File: src/rtl/mem_access_unit.sv
// MEM-stage load/store responder: single-outstanding req/ack bus access, load formatting, stall.
// Optional MEM_ALIGN_CHECK_EN adds mem_addr_err and suppresses misaligned word accesses.
module mem_access_unit #(
  parameter int unsigned TIMEOUT   = 16,
  parameter int unsigned CNT_WIDTH = 5
) (
  input  logic        clk,
  input  logic        rst,
  input  logic        mem_read_flag,
  input  logic        mem_write_flag,
  input  logic        mem_sign_ext_flag,
  input  logic [3:0]  mem_sel,
  input  logic [31:0] mem_write_data,
  input  logic [31:0] mem_addr,
  input  logic [31:0] result_in,
  output logic [31:0] result_out,
  output logic        mem_stall,
  output logic        bus_req,
  output logic [3:0]  bus_we,
  output logic [31:0] bus_addr,
  output logic [31:0] bus_wdata,
  input  logic [31:0] bus_rdata,
  input  logic        bus_ack,
  output logic        bus_err
`ifdef MEM_ALIGN_CHECK_EN
  ,
  output logic        mem_addr_err
`endif
);

  typedef enum logic [1:0] {StIdle, StWait, StDone} state_e;

  state_e               state_q, state_d;
  logic [CNT_WIDTH-1:0] cnt_q, cnt_d;
  logic                 req_q, req_d;
  logic [3:0]           we_q, we_d;
  logic [31:0]          addr_q, addr_d;
  logic [31:0]          wdata_q, wdata_d;
  logic [1:0]           off_q, off_d;
  logic                 rd_q, rd_d;
  logic                 sign_q, sign_d;
  logic                 byte_q, byte_d;
  logic [31:0]          load_q, load_d;
  logic                 err_q, err_d;
  logic                 addr_err_q, addr_err_d;

  logic        access, is_byte, misalign;
  logic [3:0]  we_enc;
  logic [31:0] wdata_enc;
  logic [7:0]  rbyte;
  logic [31:0] load_fmt;

  always_comb begin
    access    = mem_read_flag | mem_write_flag;
    // Any mask other than 0001 (including 0000) is a word access.
    is_byte   = (mem_sel == 4'b0001);
    we_enc    = 4'b0000;
    if (mem_write_flag) we_enc = is_byte ? (4'b0001 << mem_addr[1:0]) : 4'b1111;
    wdata_enc = is_byte ? {4{mem_write_data[7:0]}} : mem_write_data;
`ifdef MEM_ALIGN_CHECK_EN
    misalign  = access && !is_byte && (mem_addr[1:0] != 2'b00);
`else
    misalign  = 1'b0;
`endif
  end

  always_comb begin
    unique case (off_q)
      2'd0:    rbyte = bus_rdata[7:0];
      2'd1:    rbyte = bus_rdata[15:8];
      2'd2:    rbyte = bus_rdata[23:16];
      default: rbyte = bus_rdata[31:24];
    endcase
    load_fmt = byte_q ? {{24{sign_q & rbyte[7]}}, rbyte} : bus_rdata;
  end

  always_comb begin
    state_d    = state_q;
    cnt_d      = cnt_q;
    req_d      = req_q;
    we_d       = we_q;
    addr_d     = addr_q;
    wdata_d    = wdata_q;
    off_d      = off_q;
    rd_d       = rd_q;
    sign_d     = sign_q;
    byte_d     = byte_q;
    load_d     = load_q;
    err_d      = 1'b0;
    addr_err_d = 1'b0;
    unique case (state_q)
      StIdle: begin
        if (access) begin
          rd_d   = mem_read_flag & ~mem_write_flag;
          sign_d = mem_sign_ext_flag;
          byte_d = is_byte;
          off_d  = mem_addr[1:0];
          if (misalign) begin
            addr_err_d = 1'b1;
            state_d    = StDone;
          end else begin
            req_d   = 1'b1;
            we_d    = we_enc;
            addr_d  = {mem_addr[31:2], 2'b00};
            wdata_d = wdata_enc;
            cnt_d   = '0;
            state_d = StWait;
          end
        end
      end
      StWait: begin
        if (bus_ack || (cnt_q == CNT_WIDTH'(TIMEOUT - 1))) begin
          req_d   = 1'b0;
          we_d    = 4'b0000;
          addr_d  = '0;
          wdata_d = '0;
          state_d = StDone;
          if (bus_ack) begin
            load_d = load_fmt;
          end else begin
            load_d = '0;
            err_d  = 1'b1;
          end
        end else begin
          cnt_d = cnt_q + 1'b1;
        end
      end
      default: state_d = StIdle;
    endcase
  end

  always_ff @(posedge clk) begin
    if (rst) begin
      state_q    <= StIdle;
      cnt_q      <= '0;
      req_q      <= 1'b0;
      we_q       <= 4'b0000;
      addr_q     <= '0;
      wdata_q    <= '0;
      off_q      <= 2'b00;
      rd_q       <= 1'b0;
      sign_q     <= 1'b0;
      byte_q     <= 1'b0;
      load_q     <= '0;
      err_q      <= 1'b0;
      addr_err_q <= 1'b0;
    end else begin
      state_q    <= state_d;
      cnt_q      <= cnt_d;
      req_q      <= req_d;
      we_q       <= we_d;
      addr_q     <= addr_d;
      wdata_q    <= wdata_d;
      off_q      <= off_d;
      rd_q       <= rd_d;
      sign_q     <= sign_d;
      byte_q     <= byte_d;
      load_q     <= load_d;
      err_q      <= err_d;
      addr_err_q <= addr_err_d;
    end
  end

  always_comb begin
    mem_stall  = ((state_q == StIdle) && access) || (state_q == StWait);
    result_out = ((state_q == StDone) && rd_q && !addr_err_q) ? load_q : result_in;
    bus_req    = req_q;
    bus_we     = we_q;
    bus_addr   = addr_q;
    bus_wdata  = wdata_q;
    bus_err    = err_q;
  end

`ifdef MEM_ALIGN_CHECK_EN
  assign mem_addr_err = addr_err_q;
`endif

endmodule
File: config.mk
export PLATFORM = sky130hd
export DESIGN_NAME = mem_access_unit
export DESIGN_NICKNAME = d
export VERILOG_FILES = /design/src/rtl/mem_access_unit.sv
export SDC_FILE = /design/constraint.sdc
export NUM_CORES = 1
export LEC_CHECK = 0
export BUFFER_PORTS_ARGS = -buffer_cell sky130_fd_sc_hd__buf_2
export CAP_MARGIN = 20
export CORE_UTILIZATION = 51
export CTS_BUF_LIST = sky130_fd_sc_hd__clkbuf_4 sky130_fd_sc_hd__clkbuf_8 sky130_fd_sc_hd__clkbuf_16
export DETAILED_ROUTE_END_ITERATION = 8
export HOLD_SLACK_MARGIN = 0.06
export MAX_ROUTING_LAYER = met4
export PLACE_DENSITY = 0.95
export SYNTH_ARGS = -nofsm -noshare
export SYNTH_HDL_FRONTEND = slang
export SYNTH_SLANG_ARGS = --single-unit
File: constraint.sdc
create_clock -name clk -period 3.64 [get_ports clk]
set_input_delay 0 -clock clk [delete_from_list [all_inputs] [get_ports clk]]
set_output_delay 0 -clock clk [all_outputs]
set_load 0.02 [all_outputs]
* After elaboration in Yosys (flattened, before gate mapping)
Index checks and enable logic that the tools add are counted.
** Word-level totals
- Register bits after elaboration :: 114
- Input port bits :: 138
- Output and inout port bits :: 103
- Logic and storage cells :: 67
** Cells by class
- Add/sub/neg operators :: 1
- Equal/unequal tests :: 9
- Shifts and indexed selects :: 1
- Muxes and demuxes :: 25
- Bitwise operators :: 6
- Reduce and logical (&&, ||, !) cells :: 13
** Operator list (number)
- $mux W32 :: 7
- $pmux W32 S2 :: 2
- $pmux W8 S3 :: 1
- $mux W4 :: 4
- $mux W5 :: 2
- $pmux W5 S2 :: 1
- $pmux W4 S2 :: 1
- $ne A2 B2 Y1 const B :: 3
- $reduce_and A2 Y1 :: 3
- $reduce_and A3 Y1 :: 2
- $add A5 B1 Y5 const B :: 1
- $eq A5 B4 Y1 const B :: 1
- $eq A2 B1 Y1 const B :: 2
- $eq A2 B2 Y1 const B :: 2
- $eq A4 B1 Y1 const B :: 1
- $logic_not A2 Y1 :: 2
- $mux W2 :: 2
- $pmux W2 S2 :: 1
- $shl A1 B2 Y4 const A :: 1
- $mux W1 :: 3
- $not A1 Y1 :: 3
- $reduce_or A3 Y1 :: 1
- $and A1 B1 Y1 :: 2
- $logic_and A1 B1 Y1 :: 2
- 4 further kinds :: 5

* Logic depth before layout (Yosys ltp)
Gate-level depths: netlist of the first run.
- Depth in word-level cells :: 5
- Gate-level depth with buffers :: 8
- Gate-level depth less buffers :: 6

* Worst setup path after synthesis of the first run
OpenSTA, ideal clock, no wires.
- Path type :: reg-to-reg
- Start :: reg cnt_q[0]
- End :: reg cnt_q[4]
- Setup time :: 0.070 ns
- Data arrival time :: 1.975 ns
- Data required time :: 3.570 ns
- Path slack :: 1.594 ns
- Stages on the path, launching flop included :: 7
- Path buffers :: 0
- Period minus slack after synthesis :: 2.046 ns
- Cells stage by stage :: dfxtp_1 -> ha_1 -> and3_1 -> ha_1 -> or4b_4 -> or4b_1 -> a21oi_1
** Between the ends
- Cells in the longest elaborated chain, start to end :: 4
- Elaborated cells on any way between the ends :: 7
- Classes of those cells :: add/sub (1); eq/ne (2); mux (2); reduce/logical (2)
** Ends and longest elaborated chain
- from (decl) :: line 34 : logic [CNT_WIDTH-1:0] cnt_q, cnt_d;
- from (signal assigned) :: line 149 : cnt_q <= cnt_d;
- parallel branches: the longest is 4 deep, another holds $add A5 B1 Y5
Several ways; the timed one is not identified. The select of a mux whose other input is x is not followed.
A chain may end at the register's enable or synchronous reset.

* Final worst setup path of the first run
- Start :: reg cnt_q[0]
- End :: reg load_q[28]
** Between the ends
- Cells in the longest elaborated chain, start to end :: 3
** Ends and longest elaborated chain
- $eq A5 B4 Y1 :: line 112 : if (bus_ack || (cnt_q == CNT_WIDTH'(TIMEOUT - 1))) begin
- $logic_or A1 B1 Y1 :: line 112
- $reduce_and A2 Y1 (no source line)
- to (signal assigned) :: line 158 : load_q <= load_d;
- to (decl) :: line 43 : logic [31:0] load_q, load_d;
Every way passes these cells.

==> results by group, run 1 <==
Cells and area
  • Final core utilization: 0.792
  • # fillers: between 600 and 700
  • Layout cells sized above 1: 0.355
  • Most frequent cells in the layout: 238 x buf_2, 118 x dlygate4sd3_1, 112 x dfxtp_1
  • Nets: between 1,000 and 1,500
  • Synthesis-to-finish area growth: 49.1%
  • Most common cell after layout, fill and taps aside: buf_2

Global route
  • Number of global-route vias before repair: 5,888
  • First-pass GRT wire length: 30,500 um
  • Grt total ovfl: 0
  • Largest net degree at the start of global routing: 72
  • Initial antenna violation count: 2
  • GRT Total Usage: 0.366

Power
  • Total power: 0.00288 W
  • Psw: 0.000960 W
  • Static leakage: 3.45 nW
  • Internal power: approximately 0.0019 W
  • Cell area power density: 367 nW/um2
  • Comb power frac: 0.260
  • Switching share of total power: 0.333
  • Worst vdd ir: between 0.3 and 0.4 mV
  • Power share of the clock group: 0.261
  • Reg power frac: 0.479

STA
  • Worst slew margin: 0.312
  • Setup violations, final: 0
  • Fmax achieved: ~0.42 GHz
  • Final Hold Fails: 0
  • Max Clock Skew: 0.0274 ns
  • Least-Margin Pin Slew: between 1 and 1.5 ns
  • Hold WS: approximately 0.07 ns
  • RSZ-0062 raised after global routing: false
  • Final period util: 0.659
  • Final min period: 2.40 ns
  • Setup TNS Final: 0 ns
  • Fin. max-slew vios: 0

Route
  • Via count: 6,079
  • DRC errors left: 0
  • DRT antenna net count: 0
  • Starting DRT DRC Count: 468
  • Post-Route WL: 19,900 um
  • Routed len/inst: 19.6 um
  • Vias per cell: 6.00
  • DRT Pass-1 Iters: 5

Placement
  • IO Port Bufs: between 200 and 250
  • RePlAce Congestion: just over 0.8
  • DP HPWL: 10,700 um

Synthesis
  • Netlist cell types: 42
  • Register bit total from synthesis: between 100 and 150
  • Syn avg cell area: 9.40 um2
  • Largest area contributor in the netlist: dfxtp_1
  • Post-synthesis sequential area ratio: 0.426
  • Area share of the largest cell type after synthesis: 0.426
  • Async SR Flop Fraction: 0
  • Synth top area cells: dfxtp_1 43%, mux2_2 8.3%, o32ai_1 6.3%, o21ai_0 6.3%, mux2i_1 5.1%
  • Post-synth top flop: dfxtp_1
  • Mapped Cells: between 500 and 600
  • Synth warn: 0
  • EDFF count, synth: 0
  • Mapped cell area: 5270 um2

Die
  • I/O pins: 241
  • Placeable Area: approximately 9900 um2
  • Initial Utilization: 0.531
  • Row count: 36
  • Total die area: 10,700 um2
  • Die W: around 100 um
  • Die H: 104 um

CTS
  • Total number of H-tree levels: 3
  • Clock Pin Slew Worst Setup and Hold Paths: 0.11 ns
  • Total CTS buffers: 9
  • TritonCTS clock tree: built
  • Clock buffer depth: 2
  • # clock sinks: 112
  • Latest clock arrival within the worst-skew pair: roughly 0.39 ns
  • CTS Root Cell: clkbuf_8

Critical path
  • Critical Path Fanout Max: 29
  • CP endpoint kind: flip-flop
  • Worst endpoint required time: 3.95 ns
  • CP Launch Type: flip-flop
  • Crit path arrival time: 2.71 ns
  • Crit Path Class: reg2reg

Job
  • Maxcap violations: 0

Worst hold path
  • Min-Delay Path Class: in2reg

Run status
  • Status: completed
## critical path: stages, from the launching register on
cell,delay (ns)
dfxtp_1,0.35
ha_1,0.21
and3_1,0.18
ha_1,0.21
nor2_1,0.09
buf_4,0.19
o21a_1,0.82
a221o_1,0.29
## cells by family after synthesis
logic type / share of synthesized area
simple gates: 0.0637
fa+ha+maj: 0.00475
compound gates: 0.283
other cells: 0.000712
flops: 0.426
buf+inv: 0.0827
mux: 0.139
## per-layer routing
| metal | vias to the layer above | part of all wire | global-route usage |
|---|---|---|---|
| met5 | - | 0 | - |
| met4 | 0 | 0.055 | 0.210 |
| li1 | 2738 | - | - |
| met3 | 109 | 0.097 | 0.0749 |
| met1 | 2762 | 0.37 | 0.405 |
| met2 | 470 | 0.48 | 0.612 |
## repair_timing
action | CTS | global route
setup buffers | 0 | 0
hold endpoints to repair | 103 | 0
hold buffers | 118 | 0
gates resized for setup | 0 | 0
## sequential cells by signal (all words and copies together) (netlist names)
register   count
state_q        2
bus_addr      30
byte_q         1
bus_wdata     32
bus_err        1
bus_req        1
rd_q           1
sign_q         1
off_q          2
bus_we         4
load_q        32
cnt_q          5
## metrics by stage
step           cells  worst slack (ns)  cell area, um2
6_report        1013              1.24            7850
5_1_grt         1013             0.969            7850
3_5_place_dp     876              1.26            6450
3_3_place_gp     876              1.31            6450
2_1_floorplan    561              1.59            5270
4_1_cts         1010              1.23            7820
## power groups by stage
stage | Clock [W] | Sequential (W) | Combinational, W
2_1_floorplan | 0 | 0.00146 | 0.000305
3_3_place_gp | 0 | 0.00139 | 0.000592
3_5_place_dp | 0 | 0.00139 | 0.000602
4_1_cts | 0.000749 | 0.00137 | 0.000706
5_1_grt | 0.000800 | 0.00139 | 0.000789
6_report | 0.000753 | 0.00138 | 0.000748
## synthesized netlist by cell type, types with 2 or more instances
cell type and number:
dfxtp_1 112, nand3_1 14, or2_2 3, nor2_1 4, buf_4 3, mux2_2 39, nand2_1 3, inv_1 44
buf_1 2, a211oi_1 4, nor4b_1 2, buf_2 6, ha_1 2, a221o_1 25, nand2b_1 9, and3_1 2
clkbuf_1 53, a21oi_1 17, o22ai_1 25, o32ai_1 38, o21ai_1 6, mux2i_1 27, o211ai_1 19, a32o_1 4
nor2b_1 7, a211o_1 9, o21ai_0 66
## final timing paths
path	from	end	slack (ns)	cells after the start
max	cnt_q[0]	load_q[28]	1.24	7
min	bus_rdata[4]	load_q[4]	0.07	4
max reg2reg	cnt_q[0]	load_q[28]	1.24	7
min reg2reg	bus_addr[16]	bus_addr[16]	0.49	2
## layout make-up
class | count | area, um2 | share of cell area
diodes | 2 | 5.00 | 0.000638
clock buffers | 10 | 131 | 0.0167
clock inverters | 6 | 62.6 | 0.00797
inverters | 44 | 165 | 0.0210
multi-input cells | 340 | 2620 | 0.333
flip-flops and latches | 112 | 2240 | 0.286
well taps | 133 | 166 | 0.0212
repair buffers | 366 | 2460 | 0.313
No activity file was read; power rests on OpenSTA's default activity.
==> inputs of run 2 (changes only) <==
- CORE_UTILIZATION: 51 -> 47
- PLACE_DENSITY: 0.95 -> 0.91
- clock period: 3.64 -> 2.3 ns (I/O delays scaled with it)
==> results by group, run 2 (synthesis gave the netlist of run 1 again) <==
Cells and area
  • Most common cell after layout, fill and taps aside: buf_2 (unchanged)
  • Nets: 1,013 (unchanged)
  • Most frequent cells in the layout: 238 x buf_2, 111 x dfxtp_1, 109 x dlygate4sd3_1 (was 238 x buf_2, 118 x dlygate4sd3_1, 112 x dfxtp_1)
  • Synthesis-to-finish area growth: 49.4% (was 49.1%)
  • # fillers: 724 (was 609)
  • Layout cells sized above 1: 0.365 (was 0.355)

CTS
  • Latest clock arrival within the worst-skew pair: 0.38 ns (was 0.39 ns)
  • CTS Root Cell: clkbuf_8 (unchanged)
  • Clock Pin Slew Worst Setup and Hold Paths: 0.11 ns (about the same)
  • Total CTS buffers: 9 (unchanged)
  • Clock buffer depth: 2 (unchanged)
  • TritonCTS clock tree: built (unchanged)
  • Total number of H-tree levels: 3 (unchanged)
  • # clock sinks: 112 (unchanged)

Critical path
  • Crit Path Class: reg2reg (unchanged)
  • Crit path arrival time: 2.48 ns (was 2.71 ns)
  • Critical Path Fanout Max: 4 (was 29)
  • CP endpoint kind: flip-flop (unchanged)
  • CP Launch Type: flip-flop (unchanged)
  • Worst endpoint required time: 2.61 ns (was 3.95 ns)

Die
  • Row count: 38 (was 36)
  • Die H: 108 um (was 104 um)
  • Total die area: 11,600 um2 (was 10,700 um2)
  • Initial Utilization: 0.484 (was 0.531)
  • Placeable Area: 10,900 um2 (was 9910 um2)
  • I/O pins: 241 (unchanged)
  • Die W: 108 um (was 104 um)

Power
  • Comb power frac: 0.264 (was 0.260)
  • Switching share of total power: 0.318 (was 0.333)
  • Power share of the clock group: 0.261 (about the same)
  • Cell area power density: 583 nW/um2 (was 367 nW/um2)
  • Internal power: 0.00313 W (was 0.00192 W)
  • Worst vdd ir: 0.709 mV (was 0.375 mV)
  • Psw: 0.00146 W (was 0.000960 W)
  • Reg power frac: 0.475 (was 0.479)
  • Static leakage: 3.46 nW (was 3.45 nW)

STA
  • Final min period: 2.17 ns (was 2.40 ns)
  • Least-Margin Pin Slew: 0.894 ns (was 1.03 ns)
  • Final period util: 0.944 (was 0.659)
  • RSZ-0062 raised after global routing: false (unchanged)
  • Setup violations, final: 0 (unchanged)
  • Final Hold Fails: 0 (unchanged)
  • Worst slew margin: 0.404 (was 0.312)
  • Final worst slack: 0.128 ns (was 1.24 ns)
  • Max Clock Skew: 0.0180 ns (was 0.0274 ns)
  • Setup TNS Final: 0 ns (unchanged)
  • Fmax achieved: 0.460 GHz (was 0.417 GHz)
  • Fin. max-slew vios: 0 (unchanged)

Route
  • DRT Pass-1 Iters: 6 (was 5)
  • Via count: 6,233 (was 6,079)
  • Post-Route WL: 20,200 um (was 19,900 um)
  • Routed len/inst: 19.8 um (was 19.6 um)
  • Starting DRT DRC Count: 742 (was 468)
  • Vias per cell: 6.13 (was 6.00)
  • DRC errors left: 0 (unchanged)
  • DRT antenna net count: 0 (unchanged)

Global route
  • GRT Total Usage: 0.352 (was 0.366)
  • Initial antenna violation count: 1 (was 2)
  • Grt total ovfl: 0 (unchanged)
  • Largest net degree at the start of global routing: 72 (unchanged)
  • First-pass GRT wire length: 30,700 um (was 30,500 um)
  • Number of global-route vias before repair: 6,084 (was 5,888)

Run status
  • Status: completed (unchanged)

Placement
  • DP HPWL: 11,000 um (was 10,700 um)
  • Dpl ws: 0.149 ns (was 1.26 ns)
  • IO Port Bufs: 238 (unchanged)
  • RePlAce Congestion: 0.812 (was 0.824)

Job
  • Maxcap violations: 0 (unchanged)

Worst hold path
  • Min-Delay Path Class: in2reg (unchanged)
run 2: final cells by class:
class / count / area [um2] / share of cell area
tap: 140 / 175 / 0.0223
timing repair buffer: 366 / 2470 / 0.315
clock inverter: 4 / 55.1 / 0.00700
sequential: 112 / 2240 / 0.285
antenna: 1 / 2.50 / 0.000318
multi-input combinational: 340 / 2620 / 0.333
inverter: 44 / 165 / 0.0210
clock buffer: 10 / 131 / 0.0167
run 2: through the flow:
step,area (um2),total power [W],instances,utilization,hold WS [ns]
finish,7860,0.00458,1017,0.722,0.179
global route,7860,0.00475,1017,0.722,0.154
CTS,7830,0.00451,1014,0.719,0.143
detailed placement,6560,0.00319,891,0.602,0.241
global placement,6560,0.00318,891,0.602,0.237
floorplan,5270,0.00280,561,-,0.0767
run 2: worst max-delay path, cell delays in order, from the launching register on:
cell and delay (ns):
dfxtp_2 0.35, ha_1 0.20, and3_1 0.18, ha_1 0.21, or4b_4 0.55, or4b_1 0.47, a21oi_1 0.14
run 2: path summary, 6_finish.rpt:
path | from | cells after the start | slack (ns) | endpoint
setup / recovery | cnt_q[0] | 6 | 0.13 | cnt_q[4]
hold reg to reg | bus_req | 2 | 0.48 | bus_req
hold / removal | mem_read_flag | 4 | 0.18 | bus_addr[16]
setup reg to reg | cnt_q[0] | 6 | 0.13 | cnt_q[4]
run 2: power groups by stage:
stage | clock network [W] | registers, W | logic [W]
floorplan | 0 | 0.00231 | 0.000482
global placement | 0 | 0.00220 | 0.000977
detailed placement | 0 | 0.00220 | 0.000992
CTS | 0.00121 | 0.00216 | 0.00114
global route | 0.00129 | 0.00219 | 0.00127
finish | 0.00120 | 0.00218 | 0.00121
run 2: routing by layer:
layer / global-route usage / routed length, um / vias up / part of all wire
li1: - / - / 2734 / -
met1: 0.380 / 7260 / 2872 / 0.36
met2: 0.597 / 9850 / 531 / 0.49
met3: 0.0872 / 2110 / 96 / 0.10
met4: 0.183 / 952 / 0 / 0.047
met5: - / 0 / - / 0
run 2: timing repair:
item	CTS	global route
setup endpoints to repair	0	1
setup buffers	0	1
gates resized for setup	0	1
hold buffers	109	0
hold endpoints to repair	103	0
==> inputs of run 3 (changes only) <==
- CORE_MARGIN: default -> 5
- PLACE_DENSITY: 0.91 -> default
- PLACE_DENSITY_LB_ADDON: default -> 0.1
==> results by group, run 3 (synthesis gave the netlist of run 1 again) <==
Run status
  • Status: completed (unchanged)

STA
  • Final period util: 0.949 (was 0.944)
  • Fmax achieved: 0.458 GHz (was 0.460 GHz)
  • RSZ-0062 raised after global routing: false (unchanged)
  • Setup TNS Final: 0 ns (unchanged)
  • Final Hold Fails: 0 (unchanged)
  • Final worst slack: 0.117 ns (was 0.128 ns)
  • Max Clock Skew: 0.00897 ns (was 0.0180 ns)
  • Worst slew margin: 0.590 (was 0.404)
  • Fin. max-slew vios: 0 (unchanged)
  • Least-Margin Pin Slew: 0.614 ns (was 0.894 ns)
  • Final min period: 2.18 ns (was 2.17 ns)
  • Setup violations, final: 0 (unchanged)

Cells and area
  • Final instance area: 7900 um2 (was 7860 um2)
  • Final cell count without fillers: 1,019 (was 1,017)
  • Synthesis-to-finish area growth: 50.0% (was 49.4%)
  • Nets: 1,016 (was 1,013)
  • Most common cell after layout, fill and taps aside: buf_2 (unchanged)
  • Most frequent cells in the layout: 238 x buf_2, 112 x dfxtp_1, 112 x dlygate4sd3_1 (was 238 x buf_2, 111 x dfxtp_1, 109 x dlygate4sd3_1)
  • N_diodes: 0 (was 1)
  • Layout cells sized above 1: 0.363 (was 0.365)

CTS
  • Clock Pin Slew Worst Setup and Hold Paths: 0.10 ns (was 0.11 ns)
  • TritonCTS clock tree: built (unchanged)
  • Clock buffer depth: 2 (unchanged)
  • CTS Root Cell: clkbuf_8 (unchanged)
  • CTS resizes: 0 (unchanged)
  • Latest clock arrival within the worst-skew pair: 0.37 ns (was 0.38 ns)
  • Total CTS buffers: 9 (unchanged)
  • Total number of H-tree levels: 3 (unchanged)
  • # clock sinks: 112 (unchanged)

Placement
  • Placed cell count: 892 (was 891)
  • RePlAce Congestion: 0.810 (was 0.812)
  • DP HPWL: 11,500 um (was 11,000 um)
  • IO Port Bufs: 238 (unchanged)
  • Dpl ws: 0.128 ns (was 0.149 ns)
  • Placed instance area: 6550 um2 (was 6560 um2)

Critical path
  • Length in cells of the worst reg-to-reg path: 6 (unchanged)
  • Critical Path Fanout Max: 6 (was 4)
  • Worst endpoint required time: 2.61 ns (about the same)
  • CP Launch Type: flip-flop (unchanged)
  • Crit Path Class: reg2reg (unchanged)
  • CP endpoint kind: flip-flop (unchanged)
  • Crit path arrival time: 2.50 ns (was 2.48 ns)

Route
  • DRC errors left: 0 (unchanged)
  • DRT antenna net count: 0 (unchanged)
  • DRT Pass-1 Iters: 5 (was 6)
  • Starting DRT DRC Count: 400 (was 742)
  • Vias per cell: 5.75 (was 6.13)
  • Via count: 5,856 (was 6,233)
  • Post-Route WL: 18,700 um (was 20,200 um)
  • Routed len/inst: 18.4 um (was 19.8 um)

Die
  • Total die area: 13,400 um2 (was 11,600 um2)
  • Placeable Area: 10,900 um2 (unchanged)
  • Die H: 116 um (was 108 um)
  • Initial Utilization: 0.484 (unchanged)
  • Row count: 38 (unchanged)
  • I/O pins: 241 (unchanged)
  • Die W: 116 um (was 108 um)

Worst hold path
  • Hold Crit Depth: 4 (unchanged)
  • Min-Delay Path Class: in2reg (unchanged)

Global route
  • Initial antenna violation count: 0 (was 1)
  • Grt total ovfl: 0 (unchanged)
  • GRT Total Usage: 0.278 (was 0.352)
  • Number of global-route vias before repair: 5,976 (was 6,084)
  • Largest net degree at the start of global routing: 72 (unchanged)
  • First-pass GRT wire length: 29,200 um (was 30,700 um)

Power
  • Static leakage: 3.48 nW (was 3.46 nW)
  • Cell area power density: 584 nW/um2 (was 583 nW/um2)
  • Worst vdd ir: 0.339 mV (was 0.709 mV)

Job
  • Maxcap violations: 0 (unchanged)
## run 3: final timing paths
check	startpoint	endpoint	slack [ns]
hold / removal	bus_rdata[7]	load_q[7]	0.09
setup reg to reg	cnt_q[0]	cnt_q[4]	0.12
setup / recovery	cnt_q[0]	cnt_q[4]	0.12
hold reg to reg	sign_q	sign_q	0.49
## run 3: per-layer routing
layer  GRT usage  up-vias  part of all wire
met4       0.127        0             0.032
met1       0.320     2802              0.39
met3      0.0507       50             0.070
met2       0.470      270              0.51
li1            -     2734                 -
met5           -        -                 0
## run 3: final cells by class
| type | count | area, um2 |
|---|---|---|
| Sequential cell | 112 | 2240 |
| Inverter | 44 | 165 |
| Clock inverter | 4 | 70.1 |
| Clock buffer | 10 | 138 |
| Timing Repair Buffer | 369 | 2490 |
| Fill cell | 774 | 2990 |
| Multi-Input combinational cell | 340 | 2620 |
| Tap cell | 140 | 175 |
## run 3: worst max-delay path, stage by stage (launching register included)
cell	delay (ns)
dfxtp_1	0.35
ha_1	0.21
and3_1	0.19
ha_1	0.21
or4b_4	0.53
or4b_1	0.49
a21oi_1	0.14
## run 3: power breakdown
part | internal (W) | switching (W) | total, W | leakage (nW)
Clock | 0.000629 | 0.000638 | 0.00127 | 0.108
Combinational | 0.000530 | 0.000652 | 0.00118 | 2.46
Sequential | 0.00208 | 0.0000788 | 0.00216 | 0.919
Total | 0.00324 | 0.00137 | 0.00461 | 3.48
## run 3: metrics by stage
stage                     power [W]  hold slack, ns   util
after detailed placement    0.00320           0.248  0.602
after floorplan             0.00280          0.0767      -
after global placement      0.00318           0.243  0.602
final                       0.00461          0.0870  0.725
after global routing        0.00481          0.0903  0.725
after CTS                   0.00461          0.0711  0.724
## run 3: timing repair
item / in CTS / in global routing
buffers inserted: 0 / 0
hold buffers: 112 / 0
endpoints found under the hold margin: 103 / 0
